==> src/rtl/dot_stream_loader.sv <==
// Stream loader for the 8-lane signed dot-product accelerator: gathers operand
// pairs into banks, fires the accelerator, and returns its result (or a timeout).
module dot_stream_loader #(
    parameter int N              = 8,
    parameter int DW             = 32,
    parameter int RW             = 64,
    parameter int TIMEOUT_CYCLES = 256
) (
    input  logic            clk,
    input  logic            rst,
    input  logic            in_valid,
    output logic            in_ready,
    input  logic [DW-1:0]   in_a,
    input  logic [DW-1:0]   in_b,
    input  logic            in_last,
    output logic            acc_start,
    output logic [N*DW-1:0] acc_a,
    output logic [N*DW-1:0] acc_b,
    input  logic            acc_done,
    input  logic [RW-1:0]   acc_result,
    output logic            out_valid,
    input  logic            out_ready,
    output logic [RW-1:0]   out_result,
    output logic            out_timeout,
    output logic            busy
);
    localparam int IW = (N > 1) ? $clog2(N) : 1;
    localparam int TW = $clog2(TIMEOUT_CYCLES + 2);
    localparam logic [IW-1:0] IDX_LAST = IW'(N - 1);
    localparam logic [TW-1:0] T_LAST   = TW'((TIMEOUT_CYCLES == 0) ? 0 : TIMEOUT_CYCLES - 1);

    typedef enum logic [1:0] {S_FILL, S_FIRE, S_WAIT, S_DRAIN} state_t;

    state_t          state_q, state_d;
    logic [IW-1:0]   idx_q, idx_d;
    logic [TW-1:0]   timer_q, timer_d;
    logic [RW-1:0]   res_q, res_d;
    logic            tmo_q, tmo_d;
    logic            done_q;
    logic            accept;
    logic            clear_banks;
    logic            completion;

    assign accept      = in_valid && (state_q == S_FILL);
    assign clear_banks = (state_q == S_DRAIN) && out_ready;
    // Only a rising edge counts, so a level left high from an earlier frame is ignored.
    assign completion  = acc_done && !done_q;

    assign in_ready    = (state_q == S_FILL);
    assign acc_start   = (state_q == S_FIRE);
    assign out_valid   = (state_q == S_DRAIN);
    assign busy        = (state_q != S_FILL);
    assign out_result  = res_q;
    assign out_timeout = tmo_q;

    always_comb begin
        state_d = state_q;
        idx_d   = idx_q;
        timer_d = timer_q;
        res_d   = res_q;
        tmo_d   = tmo_q;
        case (state_q)
            S_FILL: begin
                if (accept) begin
                    idx_d = idx_q + IW'(1);
                    if (idx_q == IDX_LAST || in_last) begin
                        state_d = S_FIRE;
                    end
                end
            end
            S_FIRE: begin
                timer_d = '0;
                state_d = S_WAIT;
            end
            S_WAIT: begin
                if (completion) begin
                    res_d   = acc_result;
                    tmo_d   = 1'b0;
                    state_d = S_DRAIN;
                end else if (TIMEOUT_CYCLES != 0 && timer_q == T_LAST) begin
                    res_d   = '0;
                    tmo_d   = 1'b1;
                    state_d = S_DRAIN;
                end else begin
                    timer_d = timer_q + TW'(1);
                end
            end
            S_DRAIN: begin
                if (out_ready) begin
                    idx_d   = '0;
                    state_d = S_FILL;
                end
            end
            default: state_d = S_FILL;
        endcase
    end

    always_ff @(posedge clk) begin
        if (rst) begin
            state_q <= S_FILL;
            idx_q   <= '0;
            timer_q <= '0;
            res_q   <= '0;
            tmo_q   <= 1'b0;
            done_q  <= 1'b0;
        end else begin
            state_q <= state_d;
            idx_q   <= idx_d;
            timer_q <= timer_d;
            res_q   <= res_d;
            tmo_q   <= tmo_d;
            done_q  <= acc_done;
        end
    end

    // Banks clear on the output handshake so a short frame leaves upper lanes at zero.
    generate
        for (genvar gi = 0; gi < N; gi++) begin : g_lane
            logic [DW-1:0] a_lane_q;
            logic [DW-1:0] b_lane_q;
            always_ff @(posedge clk) begin
                if (rst || clear_banks) begin
                    a_lane_q <= '0;
                    b_lane_q <= '0;
                end else if (accept && idx_q == IW'(gi)) begin
                    a_lane_q <= in_a;
                    b_lane_q <= in_b;
                end
            end
            assign acc_a[gi*DW +: DW] = a_lane_q;
            assign acc_b[gi*DW +: DW] = b_lane_q;
        end
    endgenerate
endmodule

==> config.mk <==
export PLATFORM = sky130hd
export DESIGN_NAME = dot_stream_loader
export DESIGN_NICKNAME = d
export VERILOG_FILES = /design/src/rtl/dot_stream_loader.sv
export SDC_FILE = /design/constraint.sdc
export NUM_CORES = 1
export LEC_CHECK = 0
export ABC_AREA = 1
export BUFFER_PORTS_ARGS = -buffer_cell sky130_fd_sc_hd__buf_4
export CORE_AREA = 2 2 282 284
export DETAILED_ROUTE_END_ITERATION = 8
export DIE_AREA = 0 0 284 286
export PLACE_DENSITY_LB_ADDON = 0.25
export SYNTH_ARGS = -nofsm -noshare
export SYNTH_HDL_FRONTEND = slang
export SYNTH_SLANG_ARGS = --single-unit
==> constraint.sdc <==
create_clock -name clk -period 3.1 [get_ports clk]
set_input_delay 0.31 -clock clk [delete_from_list [all_inputs] [get_ports clk]]
set_output_delay 0.31 -clock clk [all_outputs]
set_load 0.02 [all_outputs]
Yosys cells after proc, flatten, opt, wreduce, memory -nomap -nowiden

Index checks and enable logic that the tools add are counted.
W data, S select, Z words.

Multipliers: 0
Magnitude comparators: 0
Shifts and indexed selects: 0
Divide/modulo/power cells: 0
Add/sub/neg operators: 2
Reduce and logical (&&, ||, !) cells: 24
Equal/unequal tests: 17
Multiplexer cells: 16
Bitwise operators: 0

Operator list:

| kind                  | number |
|---|---|
| $mux W64              | 2 |
| $mux W9               | 2 |
| $pmux W9 S2           | 1 |
| $eq A3 B3 Y1 const B  | 4 |
| $logic_and A1 B1 Y1   | 11 |
| $mux W2               | 5 |
| $add A9 B1 Y9 const B | 1 |
| $eq A9 B8 Y1 const B  | 1 |
| $pmux W2 S4           | 1 |
| $reduce_bool A2 Y1    | 4 |
| $eq A3 B2 Y1 const B  | 2 |
| $mux W3               | 2 |
| $ne A2 B1 Y1 const B  | 3 |
| $pmux W3 S2           | 1 |
| $reduce_and A3 Y1     | 2 |
| $eq A2 B2 Y1 const B  | 2 |
| $ne A2 B2 Y1 const B  | 2 |
| $reduce_and A4 Y1     | 1 |
| $add A3 B1 Y3 const B | 1 |
| $eq A3 B1 Y1 const B  | 1 |
| $logic_not A3 Y1      | 1 |
| $ne A3 B3 Y1 const B  | 1 |
| $eq A2 B1 Y1 const B  | 1 |
| $logic_not A2 Y1      | 1 |
| other kinds (4)       | 6 |

Register bits: 592
Memories: 0
Word-level logic and storage cells: 81
Bits in read-only memories: 0
Bits of input ports: 134
Output and inout port bits: 581
Memory bits (writable): 0
Latch bits: 0

Longest topological paths before layout

Word-level depth: 5
Depth in mapped cells: 12
Gate-level depth less buffers: 12

Worst setup path after synthesis

No wires, ideal clock.

Path kind: register to register
Start point: reg timer_q[0]
End point: reg res_q[10], in the netlist out_result[10]
Clock period less this slack: 1778 ps
Arrival time: 1707 ps
Path buffers: 1
Data required time: 3029 ps
Stages on the path, launching flop included: 13
Path slack: 1322 ps
Library setup time: 71 ps
Cell sequence: dfxtp_1 > ha_1 > nand2_1 > inv_1 > nand3_1 > nor2_1 > ha_1 > nand2_1 > nand2_1 > inv_2 > clkbuf_1 > nand2_1 > a21oi_1

Word-level cells in the longest chain between the ends: 3

Ends and longest elaborated chain:

| element                      | line | source |
|---|---|---|
| start: declaration           | 36   | `logic [TW-1:0] timer_q, timer_d;` |
| start signal: assignment     | 109  | `timer_q <= timer_d;` |
| $eq A9 B8 Y1                 | 80   | `end else if (TIMEOUT_CYCLES != 0 && timer_q == T_LAST) begin` |
| $reduce_bool A2 Y1 (no line) | n/a  |  |
| $reduce_and A2 Y1 (no line)  | n/a  |  |
| end signal: assignment       | 110  | `res_q <= res_d;` |
| end: declaration             | 37   | `logic [RW-1:0] res_q, res_d;` |

No other way between the ends.
A chain may end at the register's enable or synchronous reset.

Worst setup path after layout

Start point: reg state_q[0]
End point: reg g_lane[0].a_lane_q[1]

Word-level cells in the longest chain between the ends: 3
Elaborated cells between the ends (all ways): 6
Classes of those cells: eq/ne: 1; reduce/logical: 5

Ends and longest elaborated chain:

| element                                                          | line     | source |
|---|---|---|
| start: declaration                                               | 34       | `state_t state_q, state_d;` |
| start signal: assignment                                         | 107      | `state_q <= state_d;` |
| $eq A2 B2 Y1 / $logic_not A2 Y1 (equally long branches)          | 45, 44   |  |
| $logic_and A1 B1 Y1 (on tied branches)                           | 45, 44   |  |
| $logic_or A1 B1 Y1 / $logic_and A1 B1 Y1 (equally long branches) | 122, 125 |  |
| end signal: assignment                                           | 126      | `a_lane_q <= in_a;` |
| end: declaration                                                 | 119      | `logic [DW-1:0] a_lane_q;` |

Parallel ways exist; a longest one is shown, timed or not.

==> impl_results.md <==
* Worst vdd ir at 0.417 mV
* Die area at 81200 um^2
* Worst Tran Pin Value at 1020 ps
* Syn_area_per_cell at 8.44 um^2
* Initial antenna violation count at 3
* Post_cts resized at 0
* Place WS at 744 ps
* Period utilization at 76.5%
* Min-Delay Path Class: in -> reg
* Starting Density at 29.3%
* GRT Total Usage at 21.2%
* Biggest area consumer among synthesized cells: dfxtp_1
* Delay-heaviest family, CP: buffers and inverters
* Global route total overflow at 0
* Global-route wire length before repair at 131000 um
* Post-synth EDFFs at 0
* Sequential element share of the synthesized area at 51.5%
* Vias at 20.6k
* Final setup skew at 21.4 ps
* Antenna Nets Post-Route at 0
* Max layer used: met5
* Placed cell area at 28400 um^2
* Cells along the critical path: inv_1 -> ha_1 -> nand2_4 -> nor3_4 -> buf_4 -> nand2_1 -> a21oi_1
* Hold Path End: g_lane[6].a_lane_q[1]
* Final Power at 21.5 mW
* Yosys Warn Count at 0
* Kind of critical path: reg -> reg
* Met3 wire len at 6910 um
* Relative slew slack at 32.2%
* R2r startpoint: state_q[0]
* Hold_ws at 42.0 ps
* Setup-failing EPs final at 0
* Final Core Density at 40.1%
* Largest net degree at the start of global routing at 111
* Drt initial violations at 1371
* Port Buf Inserts at 714
* Synth async-reset ratio at 0%
* Status: complete, no violations
* CTS max path bufs at 3
* Num CTS Buffers at 71
* Syn_nets at 2873
* Crit. End Element: flop
* # clock sinks at 592
* Critical path launch point: state_q[0]
* Crit path time final at 2370 ps
* Distinct cells, synth at 28
* Synth top area cells: dfxtp_1 (52%), nand2_1 (14%), a21oi_1 (8.8%)
* IO Pins at 715
* Design area at 31400 um^2
* Setup WS post-layout at 730 ps
* Worst-Skew Late Latency at 610 ps
* Leak at 12.0 nW
* Setup TNS at 0 ps
* Total Wirelength at 89700 um
* PD cells at 685 nW/um^2
* R2R Setup Slk at 730 ps
* CTS tree: yes
* DRC viols at 0
* CP arrival at 2890 ps
* Top-count cell post-synth: nand2_1
* Root Driver: clkbuf_16
* Pre-antenna DRT Iters at 6
* Synth top cells by count: nand2_1 (871), dfxtp_1 (592), a21oi_1 (405), nand2_2 (182), a21oi_2 (180)
* H-tree Lvls at 3
* Fraction of layout cells with a size suffix above 1 at 36.3%
* Critical Path Fanout Max at 64
* Synth Instances at 2726
* Slowest stage delay, CP at 760 ps
* R2R cell count at 7
* Routed wire per std cell at 20.1 um
* Gpl congestion at 0.816
* Metal1 wirelength at 37100 um
* Placed cell count at 4273
* Post-detail-place hpwl at 59500 um
* RSZ-0062 raised after global routing: no
* Post-Layout Cell Count at 4465
* Layout area overhead at 36.6%
* Routed met2 length at 42800 um
* CP Buf/Inv Count at 2
* Core Box Area at 78400 um^2
* Vias per cell at 4.61
* Hold Path Cell Cnt at 3
* Pins Over Slew Limit at 0
* Reg-to-Reg End: g_lane[0].a_lane_q[1]
* Die width at 284 um
* Synth Flop Type: dfxtp_1
* Fmax at 422 MHz
* Startpoint of the worst hold path: in_a[1]
* Worst-path clk slew at 60 ps
* Number of global-route vias before repair at 19.6k
* Fin. Hold Viols at 0
* Final #Nets at 3511
* Mapped Area at 23000 um^2
* Die Y at 286 um
* Crit start category: flop
* Yosys reg bits at 592
* FP Rows at 103
* Max Cap Violations at 0
* CP max-delay cell: buf_4
* Critical path required time at 3620 ps
* Share of the synthesized area in the top cell type at 51.5%
## worst min-delay path, delay by kind of cell
kind	cells	cell delay, ps
compound gates	1	50
buf+inv	1	160
simple gates	1	80
## cells in the final DEF (no fill, tap or decap)
master         synthesis  final
bufinv_16              0      3
nand2_4                1      2
clkinv_16              0      1
inv_6                  0      2
a21oi_2              180    180
inv_2                  7      7
clkinv_8               0      3
diode_2                0      2
nor3_4                 3      6
clkbuf_8               0     14
and2_1                 1      1
o21ai_0                8      8
inv_1                 25     24
ha_1                  13     11
dfxtp_1              592    592
dlygate4sd3_1          0     68
nand4_1                2      2
a211oi_1               1      1
a21oi_1              405    405
clkinvlp_4             0      1
clkinv_2               0      5
nand3_1              136    136
nor3_1                 1      1
clkinv_4               0      1
clkbuf_16              0     73
o21ai_4                0      1
nand2_2              182    181
ha_4                   0      2
clkbuf_1              70     19
buf_12                21     19
inv_4                  1      2
buf_4                 67    736
nor2_1                34     34
clkinv_1               1      1
nand2_1              871    871
## worst max-delay path by stage
stage,endpoint,cells past startpoint,slack [ps]
after floorplan,out_result[10],12,1320
after global placement,g_lane[0].a_lane_q[10],7,790
after detailed placement,g_lane[0].b_lane_q[12],7,740
after CTS,g_lane[0].a_lane_q[1],7,700
after global routing,g_lane[0].a_lane_q[5],7,520
final,g_lane[0].a_lane_q[1],7,730
## area by class of cell
class	instances	area, um^2
Sequential cell	592	11900
Fill cell	8021	46900
Timing Repair Buffer	823	6590
Clock buffer	106	2090
Tap cell	1050	1310
Clock inverter	16	228
Antenna cell	2	5.00
Multi-Input combinational cell	1842	9210
Inverter	34	133
## logic make-up after synthesis
family	count (synthesis)	share of synthesized area, %
simple gates	1234	23.2
compound gates	595	15.9
flops	592	51.5
buf+inv	292	8.66
fa+ha+maj	13	0.707
## timing repair
item | 4_1_cts | 5_1_grt
hold buffers | 68 | 0
setup buffers | 0 | 0
setup endpoints to repair | 0 | 0
hold endpoints to repair | 75 | 0
## where the power goes
part / internal [mW] / leakage (nW) / switching [mW]
registers: 8.12 / 4.78 / 0.291
logic: 1.50 / 6.13 / 3.30
clock network: 4.93 / 1.13 / 3.39
## sequential cells by signal, indices dropped and copies added, names as in the netlist
signal,cells
g_lane.b_lane_q,256
out_timeout,1
idx_q,3
timer_q,9
done_q,1
g_lane.a_lane_q,256
out_result,64
state_q,2
## per-layer routing
layer | GRT usage [%] | vias up
met3 | 5.91 | 135
met1 | 26.3 | 9661
met5 | 0 | -
li1 | - | 10045
met4 | 7.54 | 2
met2 | 35.1 | 749
No activity file was read; power rests on OpenSTA's default activity.
